**src/rtl/adat_encoder.sv**
```systemverilog
// ADAT Lightpipe transmitter.
// Reads 8 x 24-bit samples per frame from a 1-bit-wide circular RAM, builds the
// 256-bit ADAT frame (sync, user bits, nibble-grouped samples with separator
// ones) and drives it out as an NRZI line, one raw bit per CLKS_PER_BIT clocks.
// Optional build macro ADAT_ENCODER_REPEAT_ON_UNDERRUN_EN: on underrun the frame
// at the unchanged read index is retransmitted instead of being muted.
//
// RAM interface: the address for a sample bit is registered on the clock that
// starts the preceding raw bit (divider count 0); the RAM returns data one
// clock later, and the bit is captured at divider count 1.
module adat_encoder #(
  parameter int CIRC_BUF_BITS = 3,
  parameter int CLKS_PER_BIT  = 4
) (
  input  logic                       clk_i,
  input  logic                       reset_ni,
  input  logic                       tx_en_i,
  input  logic [3:0]                 user_bits_i,
  input  logic [CIRC_BUF_BITS-1:0]   write_frame_idx_i,
  output logic [CIRC_BUF_BITS+7:0]   ram_read_addr_o,
  input  logic                       ram_read_data_i,
  output logic                       nrzi_o,
  output logic [CIRC_BUF_BITS-1:0]   read_frame_idx_o,
  output logic                       frame_start_o,
  output logic                       underrun_o,
  output logic                       busy_o
);

  localparam int DW = (CLKS_PER_BIT > 1) ? $clog2(CLKS_PER_BIT) : 1;
  localparam logic [DW-1:0] DIV_LAST = DW'(CLKS_PER_BIT - 1);
  localparam logic [DW-1:0] DIV_ONE  = DW'(1);

`ifdef ADAT_ENCODER_REPEAT_ON_UNDERRUN_EN
  localparam logic MUTE_ON_UNDERRUN = 1'b0;
`else
  localparam logic MUTE_ON_UNDERRUN = 1'b1;
`endif

  typedef enum logic [1:0] {IDLE, SYNC, USER, DATA} state_e;

  state_e                     state_q, state_d;
  logic [DW-1:0]              div_q, div_d;
  logic [3:0]                 cnt_q, cnt_d;
  logic [2:0]                 ch_q, ch_d;
  logic [2:0]                 grp_q, grp_d;
  logic [2:0]                 pos_q, pos_d;
  logic [CIRC_BUF_BITS-1:0]   idx_q, idx_d;
  logic [3:0]                 user_q, user_d;
  logic                       mute_q, mute_d;
  logic                       sample_q, sample_d;
  logic                       nrzi_q, nrzi_d;
  logic [CIRC_BUF_BITS+7:0]   addr_q, addr_d;
  logic                       fs_q, fs_d;
  logic                       ur_q, ur_d;

  logic wrap;
  logic data_bit;
  logic sample_bit;
  logic raw;
  logic start;

  assign wrap = (div_q == DIV_LAST);
  // With CLKS_PER_BIT == 2 the capture cycle is also the wrap cycle, so the
  // RAM data is used straight from the port in that case.
  assign data_bit   = (div_q == DIV_ONE) ? ram_read_data_i : sample_q;
  assign sample_bit = data_bit & ~mute_q;

  // Next-state, raw-bit selection, NRZI and RAM address generation.
  always_comb begin
    state_d  = state_q;
    div_d    = wrap ? '0 : div_q + DW'(1);
    cnt_d    = cnt_q;
    ch_d     = ch_q;
    grp_d    = grp_q;
    pos_d    = pos_q;
    idx_d    = idx_q;
    user_d   = user_q;
    mute_d   = mute_q;
    sample_d = sample_q;
    nrzi_d   = nrzi_q;
    addr_d   = addr_q;
    fs_d     = 1'b0;
    ur_d     = 1'b0;
    raw      = 1'b0;
    start    = 1'b0;

    if (div_q == DIV_ONE) sample_d = ram_read_data_i;

    if (wrap) begin
      case (state_q)
        IDLE: if (tx_en_i) start = 1'b1;
        SYNC: begin
          if (cnt_q == 4'd10) begin
            state_d = USER;
            cnt_d   = 4'd0;
            raw     = user_q[3];
            user_d  = {user_q[2:0], 1'b0};
          end else begin
            cnt_d = cnt_q + 4'd1;
            raw   = (cnt_q == 4'd9);
          end
        end
        USER: begin
          if (cnt_q == 4'd4) begin
            state_d = DATA;
            ch_d    = 3'd0;
            grp_d   = 3'd0;
            pos_d   = 3'd0;
            raw     = sample_bit;
          end else if (cnt_q == 4'd3) begin
            cnt_d = 4'd4;
            raw   = 1'b1;
          end else begin
            cnt_d  = cnt_q + 4'd1;
            raw    = user_q[3];
            user_d = {user_q[2:0], 1'b0};
          end
        end
        DATA: begin
          if (pos_q != 3'd4) begin
            pos_d = pos_q + 3'd1;
            raw   = (pos_q == 3'd3) ? 1'b1 : sample_bit;
          end else if (grp_q != 3'd5) begin
            grp_d = grp_q + 3'd1;
            pos_d = 3'd0;
            raw   = sample_bit;
          end else if (ch_q != 3'd7) begin
            ch_d  = ch_q + 3'd1;
            grp_d = 3'd0;
            pos_d = 3'd0;
            raw   = sample_bit;
          end else if (tx_en_i) begin
            start = 1'b1;
          end else begin
            state_d = IDLE;
          end
        end
        default: state_d = IDLE;
      endcase

      // Frame start: first sync bit (a zero), latch user bits, pick the frame.
      if (start) begin
        state_d = SYNC;
        cnt_d   = 4'd0;
        fs_d    = 1'b1;
        user_d  = user_bits_i;
        if (idx_q != write_frame_idx_i) begin
          idx_d  = idx_q + 1'b1;
          mute_d = 1'b0;
        end else begin
          ur_d   = 1'b1;
          mute_d = MUTE_ON_UNDERRUN;
        end
      end

      nrzi_d = nrzi_q ^ raw;

      // Present the address of the sample bit that follows the bit now starting.
      if (state_d == USER && cnt_d == 4'd4) begin
        addr_d = {idx_d, 3'd0, 5'd0};
      end else if (state_d == DATA && pos_d < 3'd3) begin
        addr_d = {idx_d, ch_d, {grp_d, 2'b00} + {2'b00, pos_d} + 5'd1};
      end else if (state_d == DATA && pos_d == 3'd4 && grp_d != 3'd5) begin
        addr_d = {idx_d, ch_d, {grp_d + 3'd1, 2'b00}};
      end else if (state_d == DATA && pos_d == 3'd4 && ch_d != 3'd7) begin
        addr_d = {idx_d, ch_d + 3'd1, 5'd0};
      end
    end
  end

  // State and datapath registers, cleared immediately by reset.
  always_ff @(posedge clk_i or negedge reset_ni) begin
    if (!reset_ni) begin
      state_q  <= IDLE;
      div_q    <= '0;
      cnt_q    <= '0;
      ch_q     <= '0;
      grp_q    <= '0;
      pos_q    <= '0;
      idx_q    <= '0;
      user_q   <= '0;
      mute_q   <= 1'b0;
      sample_q <= 1'b0;
      nrzi_q   <= 1'b0;
      addr_q   <= '0;
      fs_q     <= 1'b0;
      ur_q     <= 1'b0;
    end else begin
      state_q  <= state_d;
      div_q    <= div_d;
      cnt_q    <= cnt_d;
      ch_q     <= ch_d;
      grp_q    <= grp_d;
      pos_q    <= pos_d;
      idx_q    <= idx_d;
      user_q   <= user_d;
      mute_q   <= mute_d;
      sample_q <= sample_d;
      nrzi_q   <= nrzi_d;
      addr_q   <= addr_d;
      fs_q     <= fs_d;
      ur_q     <= ur_d;
    end
  end

  assign nrzi_o           = nrzi_q;
  assign ram_read_addr_o  = addr_q;
  assign read_frame_idx_o = idx_q;
  assign frame_start_o    = fs_q;
  assign underrun_o       = ur_q;
  assign busy_o           = (state_q != IDLE);

endmodule

```
**config.mk**
```make
export PLATFORM = sky130hd
export DESIGN_NAME = adat_encoder
export DESIGN_NICKNAME = d
export VERILOG_FILES = /design/src/rtl/adat_encoder.sv
export SDC_FILE = /design/constraint.sdc
export NUM_CORES = 1
export LEC_CHECK = 0
export CAP_MARGIN = 15
export CORE_MARGIN = 2
export CORE_UTILIZATION = 50
export DETAILED_ROUTE_END_ITERATION = 12
export GPL_TIMING_DRIVEN = 1
export MAX_ROUTING_LAYER = met4
export PLACE_DENSITY = 0.72
export SLEW_MARGIN = 20
export SYNTH_ARGS = -nofsm -noshare
export SYNTH_HDL_FRONTEND = slang
export SYNTH_SLANG_ARGS = --single-unit
```
**constraint.sdc**
```tcl
create_clock -name clk_i -period 4.95 [get_ports clk_i]
set_clock_uncertainty 0.15 [all_clocks]
set_input_delay 0.99 -clock clk_i [delete_from_list [all_inputs] [get_ports clk_i]]
set_output_delay 0.99 -clock clk_i [all_outputs]
set_load 0.1 [all_outputs]
```
==> summary.md <==
| Metric | Value |
|---|---|
| Period utilisation layout | between 70 and 80% |
| Synthesized area | 2820 sq um |
| Maximum VDD drop | 0.000146 V |
| WL/cell | between 15 and 20 um |
| RSZ-0062 raised after global routing | false |
| Max Cap Viol | 0 |
| Status | completed |
| Die area | about 6200 sq um |
| Hold path depth | 1 |
| FFs w/ async S/R, synth | 100% |
| CTS max path bufs | 2 |
| Worst path most repeated cell | ha_1 |
| CTS tree | done |
| Tot GR Track Use | 22.8% |
| Fillers | around 500 |
| # IOs | 29 |
| Layout cells sized above 1 | 10.1% |
| # DRC | 0 |
| DR vias | ~2,300 |
| Post-synth EDFFs | 0 |
| Postcts setup bufs | 0 |
| First-pass GRT wire length | 11,000 um |
| Yosys reg bits | 40 |
| Largest net degree at the start of global routing | a little over 40 |
| Area delta synth->final | 16.0% |
| Ant. Diodes | 0 |
| Vias in the first global route | approximately 2,300 |
| PD cells | 203 nW/um^2 |
| Max_slew headroom | between 30 and 40% |
| Final wirelength | around 6300 um |
| P_leak | around 1.5 nW |
| Post-Syn Nets | roughly 320 |
| Max incr delay on CP | approximately 0.42 ns |
| Fin crit period | around 3.5 ns |
| Sequential element share of the synthesized area | between 30% and 40% |
| Critical-path top delay cell | dfrtp_1 |
| Cell Chain, Critical Path | inv_1 > ha_1 > nand4_2 > nand2b_1 > xnor2_1 > a22oi_1 > inv_1 > ha_1 > ha_1 > nand3_1 > a41o_4 > o21ai_2 > a221o_1 |
| CP bufs+invs | 2 |
| Hold Buf Count CTS | 0 |
| Total clock sinks | 40 |
| Crit-path leading delay family | compound AO/OA/AOI/OAI gates |
| Setup violators final | 0 |
| Cells after synthesis | about 290 |
| Worst-path maximum fanout | 8 |
| Synth Area per Inst | 9.81 sq um |
| Num CTS Buffers | 5 |
| Worst-margin pin slew | 0.985 ns |
| DR vias/cell | ~6 |
| Drt first pass iters | 4 |
| Root Buffer | clkbuf_8 |
| Reg2reg start | grp_q[1] |
| # resized after CTS | 0 |
| # rows | 27 |
| Initial DRC Count | 135 |
| Reg2Reg Depth | 13 |
| Clock latency on the worst-skew pair | 0.30 ns |
| CP startpoint kind | flip-flop |
| IO Port Bufs | 28 |
| Crit end category | flip-flop |
| Post-synth cell types | 65 |
| Final HPWL from detailed placement | approximately 4500 um |
| Initial antenna violation count | 0 |
| Main synth FF type | dfrtp_1 |
| Reg clk slew, reported paths | 0.08 ns |
| Gpl congestion | between 0.8 and 0.9 |
| H-tree Lvls | 2 |
| Nets | 352 |
| Hold Crit Class | reg -> reg |
| Reg-to-reg slack, setup | around 1.5 ns |
| Placeable Area | roughly 5500 sq um |
| Crit Path Class | reg -> reg |
| Final ANT Viol Nets | 0 |
| HP Start | nrzi_o |
| Syn. warnings | 0 |
| Arr. time, crit path | between 3 and 4 ns |
| Gr ovfl total | 0 |
| Chip Height | roughly 79 um |
| Hold Slack | roughly 0.32 ns |
| Initial Utilization | 51.4% |
| Die X | roughly 80 um |
| Max Transition Viols Final | 0 |
| Final Hold Vio Count | 0 |
| Worst path required time | roughly 5.0 ns |
| WHS Endpoint | nrzi_o |
| Max frequency | between 200 and 300 MHz |
| R2r endpoint | ram_read_addr_o[6] |
| Setup TNS | 0 ns |
layout make-up:
type	instances	area [sq um]	area share, %
tap	72	90.1	2.76
clock inverter	2	38.8	1.19
sequential	40	1000	30.6
clock buffer	6	82.6	2.53
timing repair buffer	29	283	8.66
inverter	26	97.6	2.99
multi-input combinational	214	1670	51.2
power breakdown:
part / total (mW) / internal, mW / switching (mW)
clock network: 0.286 / 0.165 / 0.122
registers: 0.331 / 0.329 / 0.00173
logic: 0.0443 / 0.0139 / 0.0304
cell usage in the layout (no fill, tap or decap), types with 3 or more instances in the layout:
cell type	Yosys	layout
dfrtp_1	40	40
clkdlybuf4s50_1	0	27
inv_1	25	25
ha_1	25	25
nor2_1	23	23
a21oi_1	17	17
nand2_1	15	15
o21ai_0	10	10
xnor2_1	7	7
a22oi_1	7	7
nand3_1	7	7
mux2_2	6	6
and2_1	6	6
mux2i_1	6	6
clkbuf_8	0	6
xor2_1	5	5
and3_1	4	4
a22o_1	4	4
mux2_4	4	4
nand2b_1	3	3
nand4_1	3	3
nor2b_1	3	3
o21ai_1	3	3
o31ai_1	3	3
and3b_1	3	3
o22ai_1	3	3
a221o_1	3	3
metal layers:
| metal | global-route usage [%] | share of wire (%) | vias to the layer above |
|---|---|---|---|
| met5 | - | 0 | - |
| met4 | 6.38 | 1.4 | 0 |
| met3 | 3.86 | 3.2 | 11 |
| met2 | 35.3 | 45 | 51 |
| met1 | 31.1 | 50 | 1128 |
| li1 | - | - | 1105 |
through the flow:
step / power (mW) / std cells / instance area, sq um / util, % / worst slack, ns
2_1_floorplan: 0.362 / 287 / 2820 / - / 1.87
3_5_place_dp: 0.383 / 381 / 3150 / 57.5 / 1.45
5_1_grt: 0.687 / 389 / 3270 / 59.7 / 1.24
4_1_cts: 0.671 / 389 / 3270 / 59.7 / 1.50
6_report: 0.662 / 389 / 3270 / 59.7 / 1.48
3_3_place_gp: 0.382 / 381 / 3150 / 57.5 / 1.48
synth_stat cells, types with 4 or more instances:
cell type  instances  area (sq um)
dfrtp_1           40          1000
a21oi_1           17          85.1
mux2i_1            6          60.1
mux2_2             6          67.6
o21ai_0           10          50.1
a22oi_1            7          52.6
mux2_4             4          60.1
and2_1             6          37.5
xnor2_1            7          61.3
clkbuf_1           4          15.0
xor2_1             5          43.8
inv_1             25          93.8
a22o_1             4          35.0
and3_1             4          25.0
nand3_1            7          35.0
nand2_1           15          56.3
nor2_1            23          86.3
ha_1              25           313
worst max-delay path by stage:
stage             start                   to  slack [ns]  cells past startpoint
4_1_cts        grp_q[1]   ram_read_addr_o[6]        1.50                     13
2_1_floorplan  grp_q[1]  ram_read_addr_o[10]        1.87                     13
3_3_place_gp    tx_en_i   ram_read_addr_o[8]        1.48                      8
5_1_grt        grp_q[1]   ram_read_addr_o[7]        1.24                     13
6_report       grp_q[1]   ram_read_addr_o[6]        1.48                     13
3_5_place_dp    tx_en_i   ram_read_addr_o[2]        1.45                      8
sequential cells by signal, indices dropped and copies added, names as in the netlist:
register / cells
sample_q: 1
ch_q: 3
pos_q: 3
nrzi_o: 1
state_q: 2
read_frame_idx_o: 3
div_q: 2
grp_q: 3
mute_q: 1
underrun_o: 1
user_q: 4
cnt_q: 4
ram_read_addr_o: 11
frame_start_o: 1
worst register-to-register path, delay by kind of cell, from the launching register on:
kind	cells	cell delay [ns]
XOR/XNOR	1	0.17
adder cells (fa/ha/maj)	3	0.67
flip-flops	1	0.42
AND/OR/NAND/NOR	3	0.64
AO/OA/AOI/OAI	4	1.10
buffers and inverters	2	0.20
logic make-up (layout without fill, tap and decap cells):
| group | count (synthesis) | count (layout) | synth area share [%] |
|---|---|---|---|
| AO/OA/AOI/OAI | 75 | 75 | 20.0 |
| XOR/XNOR | 12 | 12 | 3.73 |
| adder cells (fa/ha/maj) | 25 | 25 | 11.1 |
| buffers and inverters | 33 | 63 | 4.98 |
| flip-flops | 40 | 40 | 35.6 |
| multiplexers | 18 | 18 | 7.47 |
| AND/OR/NAND/NOR | 84 | 84 | 17.2 |
(Power assumes the default switching activity.)
